===== src/rtl/traffic_phase_fsm.sv =====
// ---------------------------------------------------------------------------
// traffic_phase_fsm
//
// Phase sequencer for a two-road (NS/EW) intersection. It sits downstream of
// the configurable phase timer: each signal_change pulse from the timer means
// the current timed phase has expired. Whenever a phase is entered, or a
// green phase is re-armed for another timer period, the sequencer sends the
// timer a one-cycle timer_trigger pulse so the timer starts counting again.
// Pedestrian requests are latched until the walk phase serves them. The
// emergency input forces all-red and overrides everything else.
//
// Parameters
//   GREEN_PERIODS  timer expiries spent in each green phase (>= 1)
//   PERIOD_W       width of the green period counter
//
// Ports
//   clk               in   rising-edge clock
//   rst_n             in   asynchronous active-low reset
//   signal_change     in   1-cycle pulse from the timer: current phase expired
//   emergency         in   level; forces all-red while high
//   ped_request       in   any high sample sets the pending walk request
//   timer_trigger     out  registered 1-cycle pulse: (re)start the timer
//   ns_light          out  00=RED 01=YELLOW 10=GREEN
//   ew_light          out  same encoding as ns_light
//   ped_walk          out  high only during the pedestrian walk phase
//   emergency_active  out  high only during the emergency phase
// ---------------------------------------------------------------------------
module traffic_phase_fsm #(
    parameter int GREEN_PERIODS = 2,
    parameter int PERIOD_W      = $clog2(GREEN_PERIODS + 1)
) (
    input  logic       clk,
    input  logic       rst_n,
    input  logic       signal_change,
    input  logic       emergency,
    input  logic       ped_request,
    output logic       timer_trigger,
    output logic [1:0] ns_light,
    output logic [1:0] ew_light,
    output logic       ped_walk,
    output logic       emergency_active
);

    typedef enum logic [2:0] {
        ALL_RED_B = 3'd0,
        NS_GREEN  = 3'd1,
        NS_YELLOW = 3'd2,
        ALL_RED_A = 3'd3,
        EW_GREEN  = 3'd4,
        EW_YELLOW = 3'd5,
        PED_WALK  = 3'd6,
        EMERG     = 3'd7
    } state_t;

    localparam logic [1:0] RED    = 2'b00;
    localparam logic [1:0] YELLOW = 2'b01;
    localparam logic [1:0] GREEN  = 2'b10;

    localparam logic [PERIOD_W-1:0] LAST_PERIOD = PERIOD_W'(GREEN_PERIODS - 1);
    localparam logic [PERIOD_W-1:0] ONE_PERIOD  = PERIOD_W'(1);

    state_t              state;
    logic                ped_pending;
    logic [PERIOD_W-1:0] green_cnt;
    logic                start_flag;

    // Output pattern {ns_light, ew_light, ped_walk, emergency_active} for the
    // state being entered, so every output is registered together with the
    // state and changes on the very edge the state changes.
    function automatic logic [5:0] outputs_for(input state_t s);
        case (s)
            NS_GREEN:  return {GREEN,  RED,    2'b00};
            NS_YELLOW: return {YELLOW, RED,    2'b00};
            EW_GREEN:  return {RED,    GREEN,  2'b00};
            EW_YELLOW: return {RED,    YELLOW, 2'b00};
            PED_WALK:  return {RED,    RED,    2'b10};
            EMERG:     return {RED,    RED,    2'b01};
            default:   return {RED,    RED,    2'b00};
        endcase
    endfunction

    // Whole sequencer in one clocked block. Priority from highest to lowest:
    // emergency, leaving emergency, the post-reset start pulse, then a timer
    // expiry. timer_trigger defaults low each cycle so it can only ever be a
    // single-cycle pulse. A pedestrian request is latched first; the clear on
    // walk entry is written afterwards but reloads ped_request, so a request
    // arriving on that same edge still wins.
    always_ff @(posedge clk or negedge rst_n) begin
        if (!rst_n) begin
            state            <= ALL_RED_B;
            ns_light         <= RED;
            ew_light         <= RED;
            ped_walk         <= 1'b0;
            emergency_active <= 1'b0;
            timer_trigger    <= 1'b0;
            ped_pending      <= 1'b0;
            green_cnt        <= '0;
            start_flag       <= 1'b1;
        end else begin
            timer_trigger <= 1'b0;
            if (ped_request) begin
                ped_pending <= 1'b1;
            end

            if (emergency) begin
                // No trigger on entry; the timer is held by emergency itself.
                // The start pulse is dropped because the exit pulse restarts
                // the timer anyway.
                if (state != EMERG) begin
                    state <= EMERG;
                    {ns_light, ew_light, ped_walk, emergency_active} <= outputs_for(EMERG);
                    green_cnt  <= '0;
                    start_flag <= 1'b0;
                end
            end else if (state == EMERG) begin
                state <= ALL_RED_B;
                {ns_light, ew_light, ped_walk, emergency_active} <= outputs_for(ALL_RED_B);
                green_cnt     <= '0;
                timer_trigger <= 1'b1;
            end else if (start_flag) begin
                timer_trigger <= 1'b1;
                start_flag    <= 1'b0;
            end else if (signal_change) begin
                case (state)
                    NS_GREEN: begin
                        if (green_cnt == LAST_PERIOD) begin
                            state <= NS_YELLOW;
                            {ns_light, ew_light, ped_walk, emergency_active} <= outputs_for(NS_YELLOW);
                            green_cnt <= '0;
                        end else begin
                            green_cnt <= green_cnt + ONE_PERIOD;
                        end
                        timer_trigger <= 1'b1;
                    end
                    NS_YELLOW: begin
                        state <= ALL_RED_A;
                        {ns_light, ew_light, ped_walk, emergency_active} <= outputs_for(ALL_RED_A);
                        green_cnt     <= '0;
                        timer_trigger <= 1'b1;
                    end
                    ALL_RED_A: begin
                        state <= EW_GREEN;
                        {ns_light, ew_light, ped_walk, emergency_active} <= outputs_for(EW_GREEN);
                        green_cnt     <= '0;
                        timer_trigger <= 1'b1;
                    end
                    EW_GREEN: begin
                        if (green_cnt == LAST_PERIOD) begin
                            state <= EW_YELLOW;
                            {ns_light, ew_light, ped_walk, emergency_active} <= outputs_for(EW_YELLOW);
                            green_cnt <= '0;
                        end else begin
                            green_cnt <= green_cnt + ONE_PERIOD;
                        end
                        timer_trigger <= 1'b1;
                    end
                    EW_YELLOW: begin
                        state <= ALL_RED_B;
                        {ns_light, ew_light, ped_walk, emergency_active} <= outputs_for(ALL_RED_B);
                        green_cnt     <= '0;
                        timer_trigger <= 1'b1;
                    end
                    ALL_RED_B: begin
                        if (ped_pending) begin
                            state <= PED_WALK;
                            {ns_light, ew_light, ped_walk, emergency_active} <= outputs_for(PED_WALK);
                            ped_pending <= ped_request;
                        end else begin
                            state <= NS_GREEN;
                            {ns_light, ew_light, ped_walk, emergency_active} <= outputs_for(NS_GREEN);
                        end
                        green_cnt     <= '0;
                        timer_trigger <= 1'b1;
                    end
                    PED_WALK: begin
                        state <= NS_GREEN;
                        {ns_light, ew_light, ped_walk, emergency_active} <= outputs_for(NS_GREEN);
                        green_cnt     <= '0;
                        timer_trigger <= 1'b1;
                    end
                    default: begin
                        state <= ALL_RED_B;
                        {ns_light, ew_light, ped_walk, emergency_active} <= outputs_for(ALL_RED_B);
                        green_cnt     <= '0;
                        timer_trigger <= 1'b1;
                    end
                endcase
            end
        end
    end

endmodule


===== config.mk =====
export PLATFORM = sky130hd
export DESIGN_NAME = traffic_phase_fsm
export DESIGN_NICKNAME = d
export VERILOG_FILES = /design/src/rtl/traffic_phase_fsm.sv
export SDC_FILE = /design/constraint.sdc
export NUM_CORES = 1
export LEC_CHECK = 0
export BUFFER_PORTS_ARGS = -buffer_cell sky130_fd_sc_hd__buf_2
export CORE_AREA = 5 5 54 56
export DETAILED_ROUTE_END_ITERATION = 7
export DIE_AREA = 0 0 59 61
export SYNTH_ARGS = -nofsm -noshare
export SYNTH_HDL_FRONTEND = slang
export SYNTH_SLANG_ARGS = --single-unit

===== constraint.sdc =====
create_clock -name clk -period 2.1 [get_ports clk]
set_input_delay 0.42 -clock clk [delete_from_list [all_inputs] [get_ports clk]]
set_output_delay 0.42 -clock clk [all_outputs]
set_load 0.03 [all_outputs]

Yosys cells after proc, flatten, opt, wreduce, memory -nomap -nowiden
Cells that the tools add are included.
{ "word_totals": {"ff_bits": 14, "input_bits": 5, "out_inout_bits": 7, "word_cells": 87} }
{ "op_classes": {"add_sub_neg": 1, "eq_ne": 14, "muxes": 56, "n_reduce_logical": 7} }
{ "op_table": {"columns": ["op", "n"], "rows": [
  ["$mux W2", 18],
  ["$mux W1", 26],
  ["$mux W3", 8],
  ["$pmux W3 S6", 1],
  ["$eq A3 B3 Y1 const B", 3],
  ["$ne A4 B4 Y1 const B", 2],
  ["$pmux W2 S4", 1],
  ["$eq A3 B2 Y1 const B", 2],
  ["$pmux W2 S3", 1],
  ["$reduce_and A5 Y1", 1],
  ["$ne A4 B1 Y1 const B", 1],
  ["$reduce_and A4 Y1", 1],
  ["$eq A3 B1 Y1 const B", 1],
  ["$logic_not A3 Y1", 1],
  ["$ne A3 B2 Y1 const B", 1],
  ["$ne A3 B3 Y1 const B", 1],
  ["$reduce_and A3 Y1", 1],
  ["$reduce_bool A3 Y1", 1],
  ["$add A2 B1 Y2 const B", 1],
  ["$eq A2 B1 Y1 const B", 1],
  ["$ne A2 B1 Y1 const B", 1],
  ["$ne A2 B2 Y1 const B", 1],
  ["$pmux W1 S2", 1],
  ["$reduce_and A2 Y1", 1],
  ["$reduce_or A2 Y1", 1]
]} }

Depth between registers and ports, before layout
{ "logic_depth": {"depth_word": 7, "depth_mapped": 6, "ltp_nobuf": 4} }

Least setup slack after synthesis
OpenSTA, ideal clock, no wires.
{ "synth_timing": {"path_type": "register -> register", "from": "reg state[2]", "to": "reg ew_light[0]", "arrival_ns": 1.562, "required_time_ns": 1.972, "path_slack_ns": 0.411, "path_stages_with_launch": 6, "n_path_buf": 1, "period_less_slack_ns": 1.689, "path_cell_list": "dfrtp_1 > buf_4 > xnor2_1 > a2111oi_4 > nor3_2 > mux2_1"} }
{ "synth_between": {"elab_chain_cells": 6, "elab_cells_between_ends": 16} }
{ "synth_lines": {"columns": ["element", "line_no", "text"], "rows": [
  ["start: declaration", "62", "state_t state;"],
  ["start signal: assignment", "90", "state <= ALL_RED_B;"],
  ["start signal: assignment", "110", "state <= EMERG;"],
  ["start signal: assignment", "116", "state <= ALL_RED_B;"],
  ["$eq A3 B3 Y1 (tied with other cells)", "124", "case (state)"],
  ["$pmux W2 S3", "124", null],
  ["$mux W2", "123", "end else if (signal_change) begin"],
  ["$mux W2", "120", "end else if (start_flag) begin"],
  ["$mux W2", "115", "end else if (state == EMERG) begin"],
  ["$mux W2", "105", "if (emergency) begin"],
  ["end signal: assignment", "111", "{ns_light, ew_light, ped_walk, emergency_active} <= outputs_for(EMERG);"],
  ["end signal: assignment", "117", "{ns_light, ew_light, ped_walk, emergency_active} <= outputs_for(ALL_RED_B);"],
  ["end signal: assignment", "128", "{ns_light, ew_light, ped_walk, emergency_active} <= outputs_for(NS_YELLOW);"],
  ["end: declaration", "39", "output logic [1:0] ew_light,"]
]} }
Several ways; a longest one is shown, not always the timed one. The select of a mux whose other input is x is not followed.
A chain may end at the register's enable or synchronous reset.

Worst setup path after layout
{ "layout_timing": {"from": "reg state[2]", "to": "reg ped_walk"} }
{ "layout_between": {"elab_chain_cells": 7, "elab_cells_between_ends": 16} }
{ "layout_lines": {"columns": ["element", "line_no", "text"], "rows": [
  ["$eq A3 B3 Y1 or $eq A3 B1 Y1 (tied branches)", "124", null],
  ["$reduce_or A2 Y1 (no line)", null, null],
  ["$pmux W1 S2", "124", null],
  ["$mux W1", "123", null],
  ["$mux W1", "120", null],
  ["$mux W1", "115", null],
  ["$mux W1", "105", null],
  ["end signal: assignment", "111", null],
  ["end signal: assignment", "117", null],
  ["end signal: assignment", "128", null],
  ["end: declaration", "40", "output logic ped_walk,"]
]} }
Several ways; a longest one is shown, not always the timed one. The select of a mux whose other input is x is not followed.

==> flow_results.org <==
** Run status
- Status :: finished, final reports clean

** Synthesis
- Mapped Nets :: 96
- For this run, asynchronously set or reset flops after synthesis account for 100%.
- Portion of synthesized cell area occupied by the leading cell type :: 40.3%
- After synthesis, the netlist uses 37 different library cells.
- The synthesized netlist occupies a cell area of 807 µm².
- Cell count after synthesis :: 91
- Synthesis inferred 14 register bits.
- Register area share after synthesis :: 43.6%
- Avg Cell Area, Syn :: 8.87 µm²
- Counting flops with a built-in enable in the synthesized netlist gives 0.
- For this run, the number of Yosys warnings is 0.
- For this run, the leading register cell type out of synthesis is sky130_fd_sc_hd__dfrtp_1.
- By area the synthesized netlist is led by sky130_fd_sc_hd__dfrtp_1, sky130_fd_sc_hd__nor2_1, sky130_fd_sc_hd__nor3_1.
- Top cell type by total area after synthesis :: sky130_fd_sc_hd__dfrtp_1

** Layout
- Multi-input gate area :: 407 µm²
- The filler cells instantiated in the layout total 253.
- Summing all flip-flop and latch instances after layout gives 352 µm².
- Relative to the synthesized area, the layout overhead comes to 16.0%.
- The repair_antennas step left the layout with diodes totalling 0.
- At the end of the flow the core is filled with cells to 39.2%.
- The net count of the finished layout is 109.
- Of the cells placed in the final design, the portion with a size suffix greater than 1 is 22.3%.
- Excluding fillers, the count of instances in the completed layout stands at 133.

** Timing
- The final count of hold timing violations came to 0.
- Unrepaired setup endpoints after global routing :: no
- Setup violations remaining at the end of the flow were counted as 0.
- At the pin with the least slew margin, the transition time is 601 ps.
- Counting I/O delays and the setup requirement, the final critical path takes 1800 ps.
- Slew HR :: 59.9%
- Fin Setup TNS :: 0 ps
- Clock skew on the completed layout was measured at 6.93 ps.
- Based on the critical path, the design can be clocked at up to 556 MHz.
- The final critical path takes up 85.7% of the cycle.
- Final slew viol count :: 0

** Clocking
- Cts repair resizes :: 0
- Clock transition at the registers of the reported paths :: 90 ps
- No sink is reached through more buffers than the 2 on the longest clock path.
- The tree is rooted in a sky130_fd_sc_hd__clkbuf_4.
- In this run the number of H-tree levels came out at 1.
- Insertion delay to the later sink of the worst-skew pair :: 290 ps
- CTS tree :: yes
- The number of hold buffers added after CTS was 0.
- Num CTS Buffers :: 3
- Counting every sink on the clock net gives 14.
- Number of buffers inserted by post-CTS setup repair :: 0

** Power
- The worst-case IR drop observed on VDD is 0.568 mV.
- Power after layout :: 1210 µW
- For this design the ratio of total power to cell area is 1290 mW/mm².
- Lkg Pwr :: 0.000411 µW

** Worst setup path
- The cell family contributing the most delay on the critical path is simple AND/OR/NAND/NOR gates.
- The worst setup path is captured at a flip-flop.
- The signal on the critical path passes through nand3_1 > nor3b_1 > nor3_2 > mux2_1.
- Data required time of the critical path :: 2280 ps
- Of all nets on the critical path, the largest fanout is 8.
- The number of buffers and inverters on the critical path is 0.
- Slowest CP cell :: sky130_fd_sc_hd__nor3b_1
- The setup check on the worst reg-to-reg path leaves a slack of 300 ps.
- Largest incremental delay on the critical path :: 530 ps
- At the worst endpoint, the arrival time is 1980 ps.
- The worst setup path is of the flip-flop to flip-flop kind.
- The worst setup path is launched from a flip-flop.

** GRT
- Entering global routing, the biggest net connects 20 pins.
- Wire length of the first global-routing pass :: 3210 µm
- After global routing the overflow that remains totals 0.
- Global routing used 12.1% of the available tracks across all layers.
- Number of global-route vias before repair :: 683
- The number of antenna violations at the first check in global routing was 0.

** Die
- Die Width :: 59 µm
- The floorplan has 18 rows.
- Vertical extent of the die :: 61 µm
- The initial utilization of the core area, before any placement, comes to 33.8%.
- Number of placed I/O pins :: 12
- The die covers 0.00360 mm².
- Area of the core region :: 0.00239 mm²

** Placed design
- Routability-driven placement finished with a final weighted congestion of 0.874.
- Placed insts :: 129
- Final HPWL from detailed placement :: 1360 µm
- Buffers on Ports :: 11

** Flow run
- Across the run, the number of max-cap violations was 0.

** Min path
- Hold crit path type :: input pin to async pin

** Drt
- Total wire length after detailed routing :: 1790 µm
- Overall via count from detail_route :: 721
- Dividing the detail-routed via count by the number of cells gives 5.42.
- TritonRoute pass-1 iters :: 4
- Routed length per instance :: 13.5 µm
- The count of nets left with antenna violations once routing finished came out at 0.
- Iteration-0 DRC Markers :: 24
- In the routed design, unresolved DRC markers number 0.
## metrics by stage
step | hold WS (ps) | area [µm²] | worst slack (ps)
6_report | 7.28 | 936 | 301
5_1_grt | 42.1 | 936 | 143
4_1_cts | 16.1 | 936 | 307
3_5_place_dp | 342 | 900 | 255
3_3_place_gp | 339 | 900 | 350
2_1_floorplan | 124 | 807 | 411
## where the power goes
group | leakage, µW | switching (µW) | total, µW | internal, µW
registers | 0.000173 | 81.8 | 419 | 337
clock network | 0.0000210 | 94.2 | 200 | 106
logic | 0.000217 | 352 | 586 | 234
total | 0.000411 | 528 | 1210 | 677
## cell usage after synthesis (3+ instances only)
library cell / instances
sky130_fd_sc_hd__dfrtp_1: 13
sky130_fd_sc_hd__nor3_1: 7
sky130_fd_sc_hd__clkbuf_1: 6
sky130_fd_sc_hd__nand3_1: 3
sky130_fd_sc_hd__o21ai_1: 3
sky130_fd_sc_hd__nor2_1: 10
sky130_fd_sc_hd__a21oi_1: 4
sky130_fd_sc_hd__inv_1: 4
sky130_fd_sc_hd__nand2_1: 8
## state kept, by name, indices dropped and copies added (netlist names), 2 cells and up
register   flops
state          3
ew_light       2
green_cnt      2
ns_light       2
## kinds of logic (layout without fill, tap and decap cells)
| logic type | after synthesis | in the layout | synth area share (%) |
|---|---|---|---|
| mux | 3 | 3 | 4.03 |
| simple gates | 39 | 39 | 24.0 |
| flops | 14 | 14 | 43.6 |
| buf+inv | 12 | 24 | 6.05 |
| xor+xnor | 1 | 1 | 1.09 |
| compound gates | 22 | 22 | 21.2 |
## routing by layer
metal	up-vias	global-route usage, %	part of all wire, %
met3	7	2.34	6.4
met2	30	18.6	46
li1	353	-	-
met4	0	10.0	4.2
met5	-	0	0
met1	331	14.7	43
## worst paths after layout
check,start,to,cells after the start
max in group asynchronous,rst_n,start_flag,1
worst min-delay path,rst_n,ew_light[1],1
min in group clk,ped_request,ped_pending,2
worst max register to register,state[2],ped_walk,4
worst min register to register,start_flag,start_flag,2
worst max-delay path,state[2],ped_walk,4
## cells in the final DEF, fill, tap and decap left out, types with 3 or more instances in the layout
cell type and n:
sky130_fd_sc_hd__dfrtp_1 13, sky130_fd_sc_hd__buf_2 11, sky130_fd_sc_hd__nor2_1 10, sky130_fd_sc_hd__nand2_1 8
sky130_fd_sc_hd__nor3_1 7, sky130_fd_sc_hd__a21oi_1 4, sky130_fd_sc_hd__inv_1 4, sky130_fd_sc_hd__buf_4 4
sky130_fd_sc_hd__nand3_1 3, sky130_fd_sc_hd__o21ai_1 3, sky130_fd_sc_hd__clkbuf_4 3
## area by class of cell
cell class | instances | area share (%)
Sequential cell | 14 | 37.6
Tap cell | 30 | 4.01
Clock buffer | 4 | 3.88
Timing Repair Buffer | 15 | 9.09
Multi-Input combinational cell | 65 | 43.4
Inverter | 5 | 2.01
No activity file was read; power rests on OpenSTA's default activity.
